## src/rtl/seg7_pkg.sv

```systemverilog
// Shared types and constants for the seven-segment scan controller.
// Pure definitions: no latency, no flow control.
// Segment patterns are active-low {g,f,e,d,c,b,a}.
package seg7_pkg;

  typedef enum logic [1:0] {
    IDLE  = 2'd0,
    SHOW  = 2'd1,
    GUARD = 2'd2
  } state_t;

  localparam logic [6:0] SEG_OFF = 7'h7F;
  localparam logic [3:0] AN_OFF  = 4'hF;

  localparam logic [6:0] HEX_SEG [16] = '{
    7'h40, 7'h79, 7'h24, 7'h30, 7'h19, 7'h12, 7'h02, 7'h78,
    7'h00, 7'h10, 7'h08, 7'h03, 7'h46, 7'h21, 7'h06, 7'h0E
  };

  // Digit k is a leading zero when nibbles k..3 are all zero; digit 0 never is.
  function automatic logic lz_blank(input logic [15:0] v, input logic [1:0] k);
    logic r;
    r = 1'b0;
    case (k)
      2'd3:    r = (v[15:12] == 4'h0);
      2'd2:    r = (v[15:8] == 8'h00);
      2'd1:    r = (v[15:4] == 12'h000);
      default: r = 1'b0;
    endcase
    return r;
  endfunction

endpackage

```

## src/rtl/seg7_hex_decode.sv

```systemverilog
// Hex nibble to active-low seven-segment pattern, with forced blank.
// Latency: combinational. Backpressure: none.
module seg7_hex_decode
  import seg7_pkg::*;
(
  input  logic [3:0] i_nib,
  input  logic       i_blank,
  output logic [6:0] o_seg
);

  // Blank overrides the table lookup.
  always_comb begin
    o_seg = i_blank ? SEG_OFF : HEX_SEG[i_nib];
  end

endmodule

```

## src/rtl/seg7_scan_ctrl.sv

```systemverilog
// Four-digit common-anode scan controller with guard blanking and frame-aligned updates.
// Latency: outputs registered; they reflect the state entered on the same edge.
// Backpressure: none; load_i always accepted, latest pending value wins.
module seg7_scan_ctrl
  import seg7_pkg::*;
#(
  parameter int CLK_HZ    = 100_000_000,
  parameter int DIGIT_HZ  = 1000,
  parameter int BLANK_CYC = 16
) (
  input  logic        clk_i,
  input  logic        rst_i,
  input  logic        en_i,
  input  logic [15:0] value_i,
  input  logic [3:0]  dp_i,
  input  logic        lz_en_i,
  input  logic        load_i,
  output logic        upd_ack_o,
  output logic [1:0]  sel_o,
  output logic [3:0]  an_o,
  output logic [6:0]  seg_o,
  output logic        dp_o,
  output logic        frame_o
);

  localparam int TICKS = CLK_HZ / DIGIT_HZ;
  localparam int TW    = $clog2(TICKS);
  localparam logic [TW-1:0] SHOW_LAST  = TW'(TICKS - BLANK_CYC - 1);
  localparam logic [TW-1:0] GUARD_LAST = TW'(BLANK_CYC - 1);

  state_t        r_state, w_state_nxt;
  logic [TW-1:0] r_tick, w_tick_nxt;
  logic [1:0]    r_sel, w_sel_nxt;
  logic          w_frame_start;

  logic [15:0]   r_disp, r_pend, w_disp_nxt;
  logic [3:0]    r_disp_dp, r_pend_dp, w_ddp_nxt;
  logic          r_pend_vld, r_lz, w_lz_nxt, w_apply;

  logic          w_show, w_blank, w_dp_nxt;
  logic [3:0]    w_nib, w_an_nxt;
  logic [6:0]    w_seg_nxt;

  logic          r_ack, r_frame, r_dp;
  logic [3:0]    r_an;
  logic [6:0]    r_seg;

  // State, slot tick and digit select registers.
  always_ff @(posedge clk_i) begin
    if (rst_i) begin
      r_state <= IDLE;
      r_tick  <= '0;
      r_sel   <= 2'd0;
    end else begin
      r_state <= w_state_nxt;
      r_tick  <= w_tick_nxt;
      r_sel   <= w_sel_nxt;
    end
  end

  // Next state: SHOW for TICKS-BLANK_CYC cycles, GUARD for BLANK_CYC, enable drop wins.
  always_comb begin
    w_state_nxt   = r_state;
    w_tick_nxt    = r_tick + 1'b1;
    w_sel_nxt     = r_sel;
    w_frame_start = 1'b0;
    case (r_state)
      IDLE: begin
        w_tick_nxt = '0;
        w_sel_nxt  = 2'd0;
        if (en_i) begin
          w_state_nxt   = SHOW;
          w_frame_start = 1'b1;
        end
      end
      SHOW: begin
        if (!en_i) begin
          w_state_nxt = IDLE;
          w_tick_nxt  = '0;
          w_sel_nxt   = 2'd0;
        end else if (r_tick == SHOW_LAST) begin
          w_state_nxt = GUARD;
          w_tick_nxt  = '0;
        end
      end
      GUARD: begin
        if (!en_i) begin
          w_state_nxt = IDLE;
          w_tick_nxt  = '0;
          w_sel_nxt   = 2'd0;
        end else if (r_tick == GUARD_LAST) begin
          w_state_nxt   = SHOW;
          w_tick_nxt    = '0;
          w_sel_nxt     = r_sel + 2'd1;
          w_frame_start = (r_sel == 2'd3);
        end
      end
      default: begin
        w_state_nxt = IDLE;
        w_tick_nxt  = '0;
        w_sel_nxt   = 2'd0;
      end
    endcase
  end

  // Frame-start view of the display registers, so the first digit-0 cycle already shows new data.
  always_comb begin
    w_apply    = w_frame_start & r_pend_vld;
    w_disp_nxt = w_apply ? r_pend : r_disp;
    w_ddp_nxt  = w_apply ? r_pend_dp : r_disp_dp;
    w_lz_nxt   = w_frame_start ? lz_en_i : r_lz;
  end

  // Output decode for the state being entered.
  always_comb begin
    w_show   = (w_state_nxt == SHOW);
    w_nib    = w_disp_nxt[{w_sel_nxt, 2'b00} +: 4];
    w_blank  = !w_show || (w_lz_nxt && lz_blank(w_disp_nxt, w_sel_nxt));
    w_an_nxt = w_show ? ~(4'b0001 << w_sel_nxt) : AN_OFF;
    w_dp_nxt = w_show ? ~w_ddp_nxt[w_sel_nxt] : 1'b1;
  end

  seg7_hex_decode u_dec (
    .i_nib   (w_nib),
    .i_blank (w_blank),
    .o_seg   (w_seg_nxt)
  );

  // Displayed and pending value registers; a load at frame start queues behind the applied value.
  always_ff @(posedge clk_i) begin
    if (rst_i) begin
      r_disp     <= 16'h0000;
      r_disp_dp  <= 4'h0;
      r_pend     <= 16'h0000;
      r_pend_dp  <= 4'h0;
      r_pend_vld <= 1'b0;
      r_lz       <= 1'b0;
    end else begin
      r_disp    <= w_disp_nxt;
      r_disp_dp <= w_ddp_nxt;
      r_lz      <= w_lz_nxt;
      if (load_i) begin
        r_pend     <= value_i;
        r_pend_dp  <= dp_i;
        r_pend_vld <= 1'b1;
      end else if (w_apply) begin
        r_pend_vld <= 1'b0;
      end
    end
  end

  // Registered display outputs and one-cycle pulses.
  always_ff @(posedge clk_i) begin
    if (rst_i) begin
      r_an    <= AN_OFF;
      r_seg   <= SEG_OFF;
      r_dp    <= 1'b1;
      r_ack   <= 1'b0;
      r_frame <= 1'b0;
    end else begin
      r_an    <= w_an_nxt;
      r_seg   <= w_seg_nxt;
      r_dp    <= w_dp_nxt;
      r_ack   <= w_apply;
      r_frame <= w_frame_start;
    end
  end

  assign sel_o     = r_sel;
  assign an_o      = r_an;
  assign seg_o     = r_seg;
  assign dp_o      = r_dp;
  assign upd_ack_o = r_ack;
  assign frame_o   = r_frame;

endmodule

```

## config.mk

```make
export PLATFORM = sky130hd
export DESIGN_NAME = seg7_scan_ctrl
export DESIGN_NICKNAME = d
export VERILOG_FILES = /design/src/rtl/seg7_pkg.sv /design/src/rtl/seg7_hex_decode.sv /design/src/rtl/seg7_scan_ctrl.sv
export SDC_FILE = /design/constraint.sdc
export NUM_CORES = 1
export LEC_CHECK = 0
export CAP_MARGIN = 20
export CELL_PAD_IN_SITES_DETAIL_PLACEMENT = 0
export CELL_PAD_IN_SITES_GLOBAL_PLACEMENT = 2
export CORE_ASPECT_RATIO = 0.6
export CORE_MARGIN = 1
export CORE_UTILIZATION = 35
export DETAILED_ROUTE_END_ITERATION = 12
export DONT_BUFFER_PORTS = 1
export GPL_TIMING_DRIVEN = 0
export PLACE_DENSITY = 0.74
export SYNTH_ARGS = -nofsm -noshare
export SYNTH_HDL_FRONTEND = slang
export SYNTH_HIERARCHICAL = 1
export SYNTH_SLANG_ARGS = --single-unit
export TNS_END_PERCENT = 10
```

## constraint.sdc

```tcl
create_clock -name clk_i -period 3.4 [get_ports clk_i]
set_clock_uncertainty 0.05 [all_clocks]
set_input_delay 0.68 -clock clk_i [delete_from_list [all_inputs] [get_ports clk_i]]
set_output_delay 0.68 -clock clk_i [all_outputs]
set_load 0.05 [all_outputs]
```

==> results.sh <==
export IMPL_drive_above_1_share_pct=25.0
export IMPL_pwr_share_clk_pct=42.7
export IMPL_clk_insertion_delay_late_ns=0.34
export IMPL_ys_ff_latch=77
export IMPL_fin_crit_ns=3.41
export IMPL_worst_slew_pin_slew_ns=0.789
export IMPL_grt_antenna_before_repair=0
export IMPL_cts_sinks=77
export IMPL_drc_errors=0
export IMPL_synth_fp_nets=446
export IMPL_synth_top_family_by_area="simple AND/OR/NAND/NOR gates"
export IMPL_tritoncts="yes"
export IMPL_grt_pass1_vias=2805
export IMPL_drt_pre_antenna_iters=4
export IMPL_crit_family="simple AND/OR/NAND/NOR gates"
export IMPL_postSynthAreaPerCell_um2=9.13
export IMPL_final_fill_count=998
export IMPL_ctsRootBufferMaster="clkbuf_16"
export IMPL_timing_fmax_mhz=293
export IMPL_synthAdderAreaFrac_pct=4.37
export IMPL_synth_top_cell_area_share_pct=41.4
export IMPL_p_int_mw=1.54
export IMPL_seqPwrFrac_pct=47.0
export IMPL_die_w_um=135
export IMPL_synth_compound_area_share_pct=11.1
export IMPL_worst_slack_ns=-0.0130
export IMPL_port_buffers=0
export IMPL_crit_chain="ha_4 > and4b_2 > nand4_4 > o21a_1 > buf_6 > buf_12 > mux2i_1 > mux2_2 > o221ai_4 > inv_2 > ha_1 > nand2b_1 > nor2_1 > a311o_1 > or2_2"
export IMPL_start_kind="flop"
export IMPL_drv_slew=0
export IMPL_design_area_mm2=0.00465
export IMPL_combinationalPowerShare_pct=10.3
export IMPL_hold_class="flop to flop"
export IMPL_die_h_um=81.9
export IMPL_power_leakage_nw=1.77
export IMPL_fin_tns_setup_ns=-0.0130
export IMPL_path_max_fanout=6
export IMPL_vias=3010
export IMPL_synth_edf_count=0
export IMPL_power_density_mw_per_mm2=458
export IMPL_place_area_mm2=0.00391
export IMPL_worstPathArrival_ns=3.58
export IMPL_final_period_utilization_pct=100
export IMPL_gp_congestion=0.766
export IMPL_layout_commonest_cell="dfxtp_1"
export IMPL_slew_headroom_pct=47.4
export IMPL_swShare_pct=27.8
export IMPL_yosysWarningCount=6
export IMPL_cts_made_buffers=9
export IMPL_track_usage_pct=18.7
export IMPL_layout_common_cells="dfxtp_1, nor2_1, nand2_1"
export IMPL_outcome="finished with violations"
export IMPL_rsz0062_at_grt="true"
export IMPL_grt_max_degree=16
export IMPL_grt_overflow=0
export IMPL_p_total_mw=2.13
export IMPL_diodes=0
export IMPL_synth_xor_area_share_pct=3.53
export IMPL_grt_pass1_wl_um=15400
export IMPL_cts_max_path_buffers=2
export IMPL_synth_mux_area_fraction_pct=12.4
export IMPL_wl_per_cell_um=16.6
export IMPL_yosys_area_share_simple_pct=22.5
export IMPL_synth_flop_cell="dfxtp_1"
export IMPL_initial_core_util_pct=36.9
export IMPL_routed_wl_um=9680
export IMPL_ir_drop_mv=0.266
export IMPL_fin_nets=481
export IMPL_maxCapViolCount=0
export IMPL_rows=28
export IMPL_whs_ns=0.392
export IMPL_yosys_top_cells_area="dfxtp_1, mux2i_1, nor2_1, ha_1, nand2_1"
export IMPL_path_clk_slew_ns=0.06
export IMPL_hold_viol_final=0
export IMPL_syn_to_final_growth_pct=25.0
export IMPL_p_sw_uw=592
export IMPL_synth_cells=408
export IMPL_ant_nets=0
export IMPL_crit_slowest_cell="dfxtp_2"
export IMPL_dr_first_iter_drc_count=188
export IMPL_ys_types=53
export IMPL_violations="negative setup slack"
export IMPL_dp_hpwl_um=7100
export IMPL_slowest_delay_ns=0.35
export IMPL_synth_top_cell_by_area="dfxtp_1"
export IMPL_ios=41
export IMPL_core_mm2=0.0101
export IMPL_path_buf_inv=3
export IMPL_viasPerCell=5.16
export IMPL_cts_hold_buf=0
export IMPL_dieArea_mm2=0.0111
export IMPL_synthArstFlopShare_pct=0
export IMPL_cp_end_kind="flop"
export IMPL_critPathKind="flop to flop"
export IMPL_cp_required_ns=3.57
export IMPL_ctsHtreeMaxLevel=3
export IMPL_ys_seq_area_share_pct=41.4
export IMPL_finalSetupViolations=1
export IMPL_netlist_area_mm2=0.00372
-- worst reg2reg max path: stages (launching register included) --
cell	delay (ns)
dfxtp_2	0.35
ha_4	0.15
and4b_2	0.30
nand4_4	0.17
o21a_1	0.24
buf_6	0.13
buf_12	0.12
mux2i_1	0.15
mux2_2	0.33
o221ai_4	0.23
inv_2	0.11
ha_1	0.21
nand2b_1	0.09
nor2_1	0.05
a311o_1	0.33
or2_2	0.27
-- timing repair --
item,CTS,global route
endpoints found under the setup margin,7,7
pin swaps,9,12
gates resized for setup,29,26
gates cloned,0,0
buffers inserted,7,19
-- layer usage --
metal	routed length (um)	vias up	global-route usage (%)
met2	3630	75	23.8
met4	44	0	4.94
met5	0	-	0
li1	-	1509	-
met1	5410	1422	29.0
met3	599	4	5.62
-- cells in the mapped netlist, drive strengths merged (2+ instances only) --
library cell,number
o221ai,3
or3,3
or4,4
nand4,4
buf,15
xnor2,7
nor2b,5
a22oi,4
ha,13
clkbuf,8
dfxtp,77
a211o,3
a2111oi,2
nand3b,2
o211ai,5
nand2b,3
mux2i,38
nand2,35
nand3,14
inv,10
a21oi,13
a31oi,7
o21ai,14
nor2,64
o21a,2
mux2,7
nor4,7
nor3,5
xor2,8
or2,9
and3,7
-- final timing paths --
kind	from	slack [ns]	depth (start not counted)	to
setup / recovery	r_tick[0]$_SDFF_PP0_	-0.01	15	seg_o[2]$_SDFF_PP1_
hold / removal	r_tick[0]$_SDFF_PP0_	0.39	1	r_tick[0]$_SDFF_PP0_
setup reg to reg	r_tick[0]$_SDFF_PP0_	-0.01	15	seg_o[2]$_SDFF_PP1_
hold reg to reg	r_tick[0]$_SDFF_PP0_	0.39	1	r_tick[0]$_SDFF_PP0_
-- power by group through the flow --
| stage | combinational, mW | sequential (mW) | clock (mW) |
|---|---|---|---|
| floorplan | 0.141 | 1.01 | 0 |
| global placement | 0.178 | 1.02 | 0 |
| detailed placement | 0.181 | 1.02 | 0 |
| CTS | 0.189 | 1.00 | 0.935 |
| global route | 0.242 | 1.01 | 0.973 |
| finish | 0.220 | 1.00 | 0.910 |
-- sequential cells by signal, indices dropped and copies added, names as in the netlist --
signal,count
an_o,4
sel_o,2
r_pend_dp,4
r_lz,1
r_state,2
r_pend,16
r_tick,17
dp_o,1
frame_o,1
upd_ack_o,1
seg_o,7
r_disp,16
r_disp_dp,4
r_pend_vld,1
-- through the flow --
step                      cells  utilization, %  setup slack, ns
after floorplan             408               -         -0.00220
after global placement      543            38.8           -0.566
after detailed placement    543            38.8           -0.612
after CTS                   565            43.1          0.00870
after global routing        583            46.1           -0.164
final                       583            46.1          -0.0130
-- cells by family after synthesis --
logic type,after synthesis
AND/OR/NAND/NOR,165
flip-flops,77
AO/OA/AOI/OAI,60
multiplexers,45
buffers and inverters,33
XOR/XNOR,15
adder cells (fa/ha/maj),13
-- cell type report --
type	count	area (um2)	area share [%]
multi-input cells	298	2220	47.8
flip-flops and latches	77	1560	33.5
repair buffers	26	245	5.27
clock buffers	9	225	4.84
well taps	135	169	3.63
plain buffers	21	138	2.96
clock inverters	7	55.1	1.18
inverters	10	40.0	0.860
Note: power is estimated with default switching activity, not from simulation.
